**src/rtl/sgmii_pcs_cfg.sv**
```systemverilog
// SGMII PCS configuration sequencer: waits out startup, writes the init
// registers, then polls PCS status and serves host register accesses.
module sgmii_pcs_cfg #(
  parameter int unsigned STARTUP_CYCLES = 16,
  parameter int unsigned POLL_INTERVAL  = 125000,
  parameter int unsigned BUSY_TIMEOUT   = 1023,
  parameter logic [15:0] IF_MODE_VAL    = 16'h0003,
  parameter logic [15:0] LINK_TMR_LO    = 16'h0D40,
  parameter logic [15:0] LINK_TMR_HI    = 16'h0003,
  parameter logic [15:0] CTRL_VAL       = 16'h1340
) (
  input  logic        clk,
  input  logic        reset,
  output logic [4:0]  reg_addr,
  output logic        reg_rd,
  output logic        reg_wr,
  output logic [15:0] reg_data_in,
  input  logic [15:0] reg_data_out,
  input  logic        reg_busy,
  input  logic        host_req,
  input  logic        host_wr,
  input  logic [4:0]  host_addr,
  input  logic [15:0] host_wdata,
  output logic        host_ack,
  output logic [15:0] host_rdata,
  output logic        cfg_done,
  output logic        link_up,
  output logic        an_complete,
  output logic        timeout_err
);

  localparam int unsigned SW = $clog2(STARTUP_CYCLES + 1);
  localparam int unsigned PW = $clog2(POLL_INTERVAL + 1);
  localparam int unsigned TW = $clog2(BUSY_TIMEOUT + 1);
  localparam logic [SW-1:0] ST_LAST = SW'(STARTUP_CYCLES - 1);
  localparam logic [PW-1:0] PI_LAST = PW'(POLL_INTERVAL - 1);
  localparam logic [TW-1:0] TO_LAST = TW'(BUSY_TIMEOUT - 1);

  typedef enum logic [2:0] {STARTUP, INIT, DONE_IDLE, POLL_RD, HOST_ACC} state_e;

  state_e      state_q, state_d;
  logic [SW-1:0] st_cnt_q, st_cnt_d;
  logic [1:0]  idx_q, idx_d;
  logic [PW-1:0] poll_cnt_q, poll_cnt_d;
  logic        pend_q, pend_d;
  logic [TW-1:0] wait_q, wait_d;
  logic        rd_q, rd_d, wr_q, wr_d;
  logic [4:0]  addr_q, addr_d;
  logic [15:0] wdata_q, wdata_d;
  logic        hwr_q, hwr_d;
  logic [4:0]  haddr_q, haddr_d;
  logic [15:0] hwdata_q, hwdata_d;
  logic        ack_q, ack_d;
  logic [15:0] rdata_q, rdata_d;
  logic        done_q, done_d, link_q, link_d, an_q, an_d, terr_q, terr_d;

  logic        strobe, timeout_hit, acc_end, wrap;
  logic [15:0] acc_data;
  logic [4:0]  init_addr;
  logic [15:0] init_data;

  // A timed-out access completes like a normal one but returns zero data.
  assign strobe      = rd_q | wr_q;
  assign timeout_hit = strobe & reg_busy & (wait_q == TO_LAST);
  assign acc_end     = strobe & (~reg_busy | timeout_hit);
  assign acc_data    = (strobe & ~reg_busy) ? reg_data_out : '0;

  // Init write table indexed by the init step.
  always_comb begin
    init_addr = 5'h00;
    init_data = CTRL_VAL;
    case (idx_q)
      2'd0:    begin init_addr = 5'h14; init_data = IF_MODE_VAL; end
      2'd1:    begin init_addr = 5'h12; init_data = LINK_TMR_LO; end
      2'd2:    begin init_addr = 5'h13; init_data = LINK_TMR_HI; end
      default: begin init_addr = 5'h00; init_data = CTRL_VAL;    end
    endcase
  end

  // Next-state, strobe, poll scheduling and status updates.
  always_comb begin
    state_d    = state_q;
    st_cnt_d   = st_cnt_q;
    idx_d      = idx_q;
    poll_cnt_d = poll_cnt_q;
    pend_d     = pend_q;
    wait_d     = '0;
    rd_d       = rd_q;
    wr_d       = wr_q;
    addr_d     = addr_q;
    wdata_d    = wdata_q;
    hwr_d      = hwr_q;
    haddr_d    = haddr_q;
    hwdata_d   = hwdata_q;
    ack_d      = 1'b0;
    rdata_d    = rdata_q;
    done_d     = done_q;
    link_d     = link_q;
    an_d       = an_q;
    terr_d     = terr_q;
    wrap       = 1'b0;

    if (strobe && reg_busy && !timeout_hit) wait_d = wait_q + TW'(1);
    if (acc_end) begin
      rd_d = 1'b0;
      wr_d = 1'b0;
    end
    if (timeout_hit) terr_d = 1'b1;

    if (state_q != STARTUP && state_q != INIT) begin
      if (poll_cnt_q == PI_LAST) begin
        poll_cnt_d = '0;
        wrap       = 1'b1;
      end else begin
        poll_cnt_d = poll_cnt_q + PW'(1);
      end
    end
    // A wrap coinciding with a poll start re-arms the pending flag.
    pend_d = pend_q | wrap;

    case (state_q)
      STARTUP: begin
        if (st_cnt_q == ST_LAST) begin
          st_cnt_d = '0;
          state_d  = INIT;
        end else begin
          st_cnt_d = st_cnt_q + SW'(1);
        end
      end
      INIT: begin
        if (!strobe) begin
          wr_d    = 1'b1;
          addr_d  = init_addr;
          wdata_d = init_data;
        end else if (acc_end) begin
          if (idx_q == 2'd3) begin
            done_d  = 1'b1;
            state_d = DONE_IDLE;
          end else begin
            idx_d = idx_q + 2'd1;
          end
        end
      end
      DONE_IDLE: begin
        // The ack cycle is skipped so a host still holding req is not re-served.
        if (host_req && !ack_q) begin
          hwr_d    = host_wr;
          haddr_d  = host_addr;
          hwdata_d = host_wdata;
          state_d  = HOST_ACC;
        end else if (pend_q) begin
          pend_d  = wrap;
          state_d = POLL_RD;
        end
      end
      POLL_RD: begin
        if (!strobe) begin
          rd_d   = 1'b1;
          addr_d = 5'h01;
        end else if (acc_end) begin
          link_d  = acc_data[2];
          an_d    = acc_data[5];
          state_d = DONE_IDLE;
        end
      end
      HOST_ACC: begin
        if (!strobe) begin
          rd_d    = ~hwr_q;
          wr_d    = hwr_q;
          addr_d  = haddr_q;
          wdata_d = hwdata_q;
        end else if (acc_end) begin
          ack_d   = 1'b1;
          rdata_d = hwr_q ? '0 : acc_data;
          state_d = DONE_IDLE;
        end
      end
      default: state_d = STARTUP;
    endcase
  end

  // State and output registers with synchronous reset.
  always_ff @(posedge clk) begin
    if (reset) begin
      state_q    <= STARTUP;
      st_cnt_q   <= '0;
      idx_q      <= '0;
      poll_cnt_q <= '0;
      pend_q     <= 1'b0;
      wait_q     <= '0;
      rd_q       <= 1'b0;
      wr_q       <= 1'b0;
      addr_q     <= '0;
      wdata_q    <= '0;
      hwr_q      <= 1'b0;
      haddr_q    <= '0;
      hwdata_q   <= '0;
      ack_q      <= 1'b0;
      rdata_q    <= '0;
      done_q     <= 1'b0;
      link_q     <= 1'b0;
      an_q       <= 1'b0;
      terr_q     <= 1'b0;
    end else begin
      state_q    <= state_d;
      st_cnt_q   <= st_cnt_d;
      idx_q      <= idx_d;
      poll_cnt_q <= poll_cnt_d;
      pend_q     <= pend_d;
      wait_q     <= wait_d;
      rd_q       <= rd_d;
      wr_q       <= wr_d;
      addr_q     <= addr_d;
      wdata_q    <= wdata_d;
      hwr_q      <= hwr_d;
      haddr_q    <= haddr_d;
      hwdata_q   <= hwdata_d;
      ack_q      <= ack_d;
      rdata_q    <= rdata_d;
      done_q     <= done_d;
      link_q     <= link_d;
      an_q       <= an_d;
      terr_q     <= terr_d;
    end
  end

  assign reg_addr    = addr_q;
  assign reg_rd      = rd_q;
  assign reg_wr      = wr_q;
  assign reg_data_in = wdata_q;
  assign host_ack    = ack_q;
  assign host_rdata  = rdata_q;
  assign cfg_done    = done_q;
  assign link_up     = link_q;
  assign an_complete = an_q;
  assign timeout_err = terr_q;

endmodule
```
**config.mk**
```make
export PLATFORM = sky130hd
export DESIGN_NAME = sgmii_pcs_cfg
export DESIGN_NICKNAME = d
export VERILOG_FILES = /design/src/rtl/sgmii_pcs_cfg.sv
export SDC_FILE = /design/constraint.sdc
export NUM_CORES = 1
export LEC_CHECK = 0
export BUFFER_PORTS_ARGS = -buffer_cell sky130_fd_sc_hd__buf_4
export CORE_MARGIN = 5
export CORE_UTILIZATION = 49
export CTS_CLUSTER_SIZE = 24
export DETAILED_ROUTE_END_ITERATION = 10
export GPL_ROUTABILITY_DRIVEN = 0
export PLACE_DENSITY = 0.85
export SYNTH_ARGS = -nofsm -noshare
export SYNTH_HDL_FRONTEND = slang
export SYNTH_SLANG_ARGS = --single-unit
```
**constraint.sdc**
```tcl
create_clock -name clk -period 1.9 [get_ports clk]
set_clock_uncertainty 0.1 [all_clocks]
set_input_delay 0.095 -clock clk [delete_from_list [all_inputs] [get_ports clk]]
set_output_delay 0.095 -clock clk [all_outputs]
set_load 0.05 [all_outputs]
```
### Yosys cells after proc, flatten, opt, wreduce, memory -nomap -nowiden

Cells that the tools add are included.

* muxes and demuxes: 36
* bitwise gates (word level): 13
* add/subtract/negate cells: 4
* reductions and logical operators: 23
* equal/unequal tests: 21

Operators by type and width (count)
* 16-bit two-way mux: 4
* 16-bit case mux with 2 select lines: 1
* 5-bit case mux with 3 select lines: 2
* 13-bit case mux with 2 select lines: 1
* 3-bit two-way mux: 8
* 5-bit two-way mux: 4
* 17-bit by 1-bit adder with 17-bit output (second input constant): 1
* 17-bit equality test (second input constant): 1
* 17-bit two-way mux: 1
* 2-bit != test (second input constant): 7
* 1-bit two-way mux: 12
* 3-bit case mux with 4 select lines: 1
* 4-bit AND reduction: 3
* 10-bit by 1-bit adder with 10-bit output (second input constant): 1
* 10-bit equality test (second input constant): 1
* 3-bit AND reduction: 3
* 7-bit AND reduction: 1
* 3-bit by 2-bit equality test with 1-bit output (second input constant): 2
* 1-bit inverter: 6
* 3-bit nonzero test: 2
* 2-bit OR reduction: 3
* 5-bit by 1-bit adder with 5-bit output (second input constant): 1
* 5-bit by 4-bit equality test with 1-bit output (second input constant): 1
* 1-bit bitwise AND: 4
* other kinds (17): 26

* bits of input ports: 42
* word-level logic and storage cells: 116
* bits in registers: 104
* output and inout bits: 44

### Logic depth before layout (Yosys ltp)

* word-level depth: 8
* mapped depth: 9
* gate-level depth less buffers: 6

### Worst setup path before layout

OpenSTA, ideal clock, no wires.

* path kind: flip-flop to flip-flop
* start point: register wr_q (netlist: reg_wr)
* end point: register rdata_q[15] (netlist: host_rdata[15])
* path buffers: 1
* cell stages (with the launch flop): 6
* slack: -153 ps
* arrival: 1883 ps
* setup time: 70 ps
* required time: 1730 ps
* clock period less this slack: 2053 ps
* cells stage by stage: dfxtp_1 nor2_1 nor3_1 clkbuf_1 nand3_1 a21oi_1

* cells in the longest elaborated chain, start to end: 6
* elaborated cells on any way between the ends: 9
* classes of those cells: mux (2); bitwise (6); reduce/logical (1)

Ends and longest elaborated chain
* start: declaration: line 47 `logic rd_q, rd_d, wr_q, wr_d;`
* start signal: assignment: line 212 `wr_q <= wr_d;`
* 1-bit OR (*): line 63 `assign strobe = rd_q | wr_q;`
* 1-bit bitwise AND (2 in a row): line 64 `assign timeout_hit = strobe & reg_busy & (wait_q == TO_LAST);`
* 1-bit OR: line 65 `assign acc_end = strobe & (~reg_busy | timeout_hit);`
* 1-bit bitwise AND: line 65
* 3-bit AND reduction (no line)
* end signal: assignment: line 219 `rdata_q <= rdata_d;`
* end: declaration: line 54 `logic [15:0] rdata_q, rdata_d;`

Mark *: on every way between the ends. The rest lies on a longest branch, timed or not.
A chain may end at the register's enable or synchronous reset.

### Worst setup path in the final report

* start point: register poll_cnt_q[5]
* end point: register poll_cnt_q[0]

* cells in the longest elaborated chain, start to end: 2

Ends and longest elaborated chain
* start: declaration: line 44 `logic [PW-1:0] poll_cnt_q, poll_cnt_d;`
* start signal: assignment: line 208 `poll_cnt_q <= poll_cnt_d;`
* 17-bit equality test: line 111 `if (poll_cnt_q == PI_LAST) begin`
* 17-bit two-way mux: line 111

No other way between the ends.

==> impl_metrics.csv <==
group,metric,value,unit
power,p_leak,0.002204,µW
synth,ys_ff_latch,104,
finish,n_antenna_cell,0,
grt,antenna_found_initial,0,
sta,whs,0.03226,ns
power,internal_power,2810,µW
sta,relSlewSlack,0.5864,
setup_path,path_class,"reg2reg",
routing,drc,0,
finish,layout.area.seq,2086,µm²
sta,rsz0062_at_grt,"false",
synth,synth_warnings,0,
power,switchingPower,900.7,µW
clock_tree,root_buffer,"clkbuf_8",
place,hpwlAfterDp,7538,µm
grt,use_met2,0.3789,
clock_tree,clk_pin_slew_worst_paths,0.10,ns
power,power_density,645.5,nW/µm²
finish,nFillCells,653,
run,max_cap_viol_count,0,
clock_tree,htreeDepth,3,
die,core,8678,µm²
synth,synth_nets,561,
setup_path,arrival,2.01,ns
place,io_buffers,85,
sta,tns,0,ns
sta,setup_slack,0.05803,ns
clock_tree,clk_path_buf_depth,2,
setup_path,critPathMaxStageDelay,0.53,ns
setup_path,rrSetupSlack,0.06,ns
clock_tree,cts.sinks,104,
finish,final_cell_mix,"dfxtp_1 (101), buf_4 (99), nand2_1 (82)",
synth,synth_edf_count,0,
power,p_sw_frac,0.2428,
sta,worstMarginPinSlew,0.6139,ns
setup_path,crit_path_top_delay_cell,"or4b_1",
clock_tree,cts_buffers,9,
grt,use_met1,0.2530,
synth,syn_inst,510,
routing,detail_route.first_pass.iterations,5,
synth,yosysSeqAreaShare,0.4806,
sta,hold_viol,0,
power,seq_power_share,0.590,
die,initial_core_util,0.4991,
clock_tree,tritoncts,"built",
finish,layout_commonest_cell,"dfxtp_1",
routing,wl_per_cell,15.75,µm
grt,overflow,0,
die,io_pins,86,
finish,fin_nets,686,
die,rows,34,
sta,period_needed,1.842,ns
power,ir_drop,0.3938,mV
synth,synth_ff_type,"dfxtp_1",
finish,syn2layout_area_growth,32.70,%
sta,fmax,542.9,MHz
setup_path,crit_path_max_fanout,7,
clock_tree,clk_latency,0.38,ns
synth,syn_avg_cell_area,8.493,µm²
routing,wirelength,11780,µm
setup_path,worst_setup_path_end_kind,"flip-flop",
grt,track_usage,0.2136,
routing,ant_nets,0,
sta,finalCritPeriodShare,0.9695,
routing,dr.first_iter.drc_count,228,
worst_hold_path,min_path_type,"in2reg",
sta,setup_viol,0,
setup_path,start_kind,"flip-flop",
routing,viasPerCell,5.525,
setup_path,crit_family,"simple AND/OR/NAND/NOR gates",
synth,netlist_area,4332,µm²
place,dpl_worst_slack,0.01466,ns
die,dieArea,10820,µm²
setup_path,cp.buffers_inverters,1,
setup_path,worstPathCellList,"or4b_1 -> nor4_1 -> or2_1 -> buf_4 -> nor2_1",
power,p_comb_frac,0.053,
grt,grt_start_max_net_pins,42,
die,die_y,104.0,µm
grt,busiest_layer,"met2",
setup_path,cp_data_required_time,2.07,ns
grt,use_met3,0.04283,
grt,grt_pass1_wl,19490,µm
finish,multiInputGateArea,2118,µm²
synth,synth_cell_types,53,
power,pwr-share-clk,0.357,
die,die_width,104.0,µm
sta,finalMaxSlewViolations,0,
status,status,"finished, final reports clean",
grt,grt_pass1_vias,4092,
routing,via_count,4133,
synth,async_flop_share,0,
finish,drive_above_1_share,0.2266,
## power by group through the flow
stage / combinational [µW] / sequential (µW) / clock [µW]
3_3_place_gp: 125 / 2240 / 0
2_1_floorplan: 54.1 / 2240 / 0
3_5_place_dp: 128 / 2240 / 0
6_report: 198 / 2190 / 1320
5_1_grt: 212 / 2190 / 1430
4_1_cts: 192 / 2190 / 1340
## registers in the layout, summed over array words and instances (netlist names), 2 cells and up
name,cells
idx_q,2
host_rdata,16
reg_addr,5
state_q,3
reg_data_in,16
haddr_q,5
wait_q,10
st_cnt_q,5
hwdata_q,16
poll_cnt_q,17
## logic make-up (layout without fill, tap and decap cells)
group                    count (synthesis)  count (layout)  share of synthesized area
AO/OA/AOI/OAI                           96              96                     0.1398
XOR/XNOR                                26              26                    0.05257
adder cells (fa/ha/maj)                  9               9                    0.02600
buffers and inverters                   34             164                    0.04073
flip-flops                             104             104                     0.4806
multiplexers                             2               2                   0.004622
AND/OR/NAND/NOR                        239             239                     0.2556
## worst paths after layout
check                 from             to  depth (start not counted)
min reg2reg  host_rdata[4]  host_rdata[4]                          2
max reg2reg  poll_cnt_q[5]  poll_cnt_q[0]                          5
min                  reset         reg_wr                          2
max          poll_cnt_q[5]  poll_cnt_q[0]                          5
## metal layers
metal | share of wire | up-vias | wire [µm]
li1 | - | 1994 | -
met1 | 0.40 | 1975 | 4759
met2 | 0.52 | 138 | 6161
met3 | 0.052 | 26 | 608
met4 | 0.021 | 0 | 250
met5 | 0 | - | 0
## synth_stat cells (3+ instances only)
cell type / n / area share
inv_1: 7 / 0.0061
a211oi_1: 11 / 0.019
a21oi_1: 53 / 0.061
a22oi_1: 10 / 0.017
ha_1: 9 / 0.026
or3_1: 3 / 0.0043
nand4_1: 5 / 0.0072
o21ai_0: 6 / 0.0069
xor2_1: 13 / 0.026
nor4_1: 3 / 0.0043
nand2_1: 82 / 0.071
nor2b_1: 3 / 0.0043
buf_2: 8 / 0.0092
and4_1: 4 / 0.0081
clkbuf_1: 14 / 0.012
nand3_1: 28 / 0.032
nor2_1: 76 / 0.066
nor3_1: 12 / 0.014
xnor2_1: 13 / 0.026
or2_2: 3 / 0.0043
dfxtp_1: 104 / 0.48
## cell type report
class / count / area share
Clock buffer: 9 / 0.02155
Clock inverter: 7 / 0.01132
Inverter: 7 / 0.004571
Multi-Input combinational cell: 372 / 0.3685
Sequential cell: 104 / 0.3629
Tap cell: 108 / 0.02351
Timing Repair Buffer: 141 / 0.2077
## per-stage QoR
step	total power [µW]	utilization	cells	area, µm²
after global routing	3828	0.6623	748	5748
after floorplan	2292	-	510	4337
after CTS	3725	0.6579	748	5709
final	3710	0.6623	748	5748
after detailed placement	2368	0.5905	693	5125
after global placement	2364	0.5905	693	5125
## timing repair
| item | in CTS | in global routing |
|---|---|---|
| hold endpoints to repair | 39 | 0 |
| setup endpoints to repair | 19 | 39 |
| hold buffers | 39 | 0 |
| cloned | 0 | 0 |
| resized for setup | 2 | 13 |
| setup buffers | 0 | 0 |
Note: power is estimated with default switching activity, not from simulation.
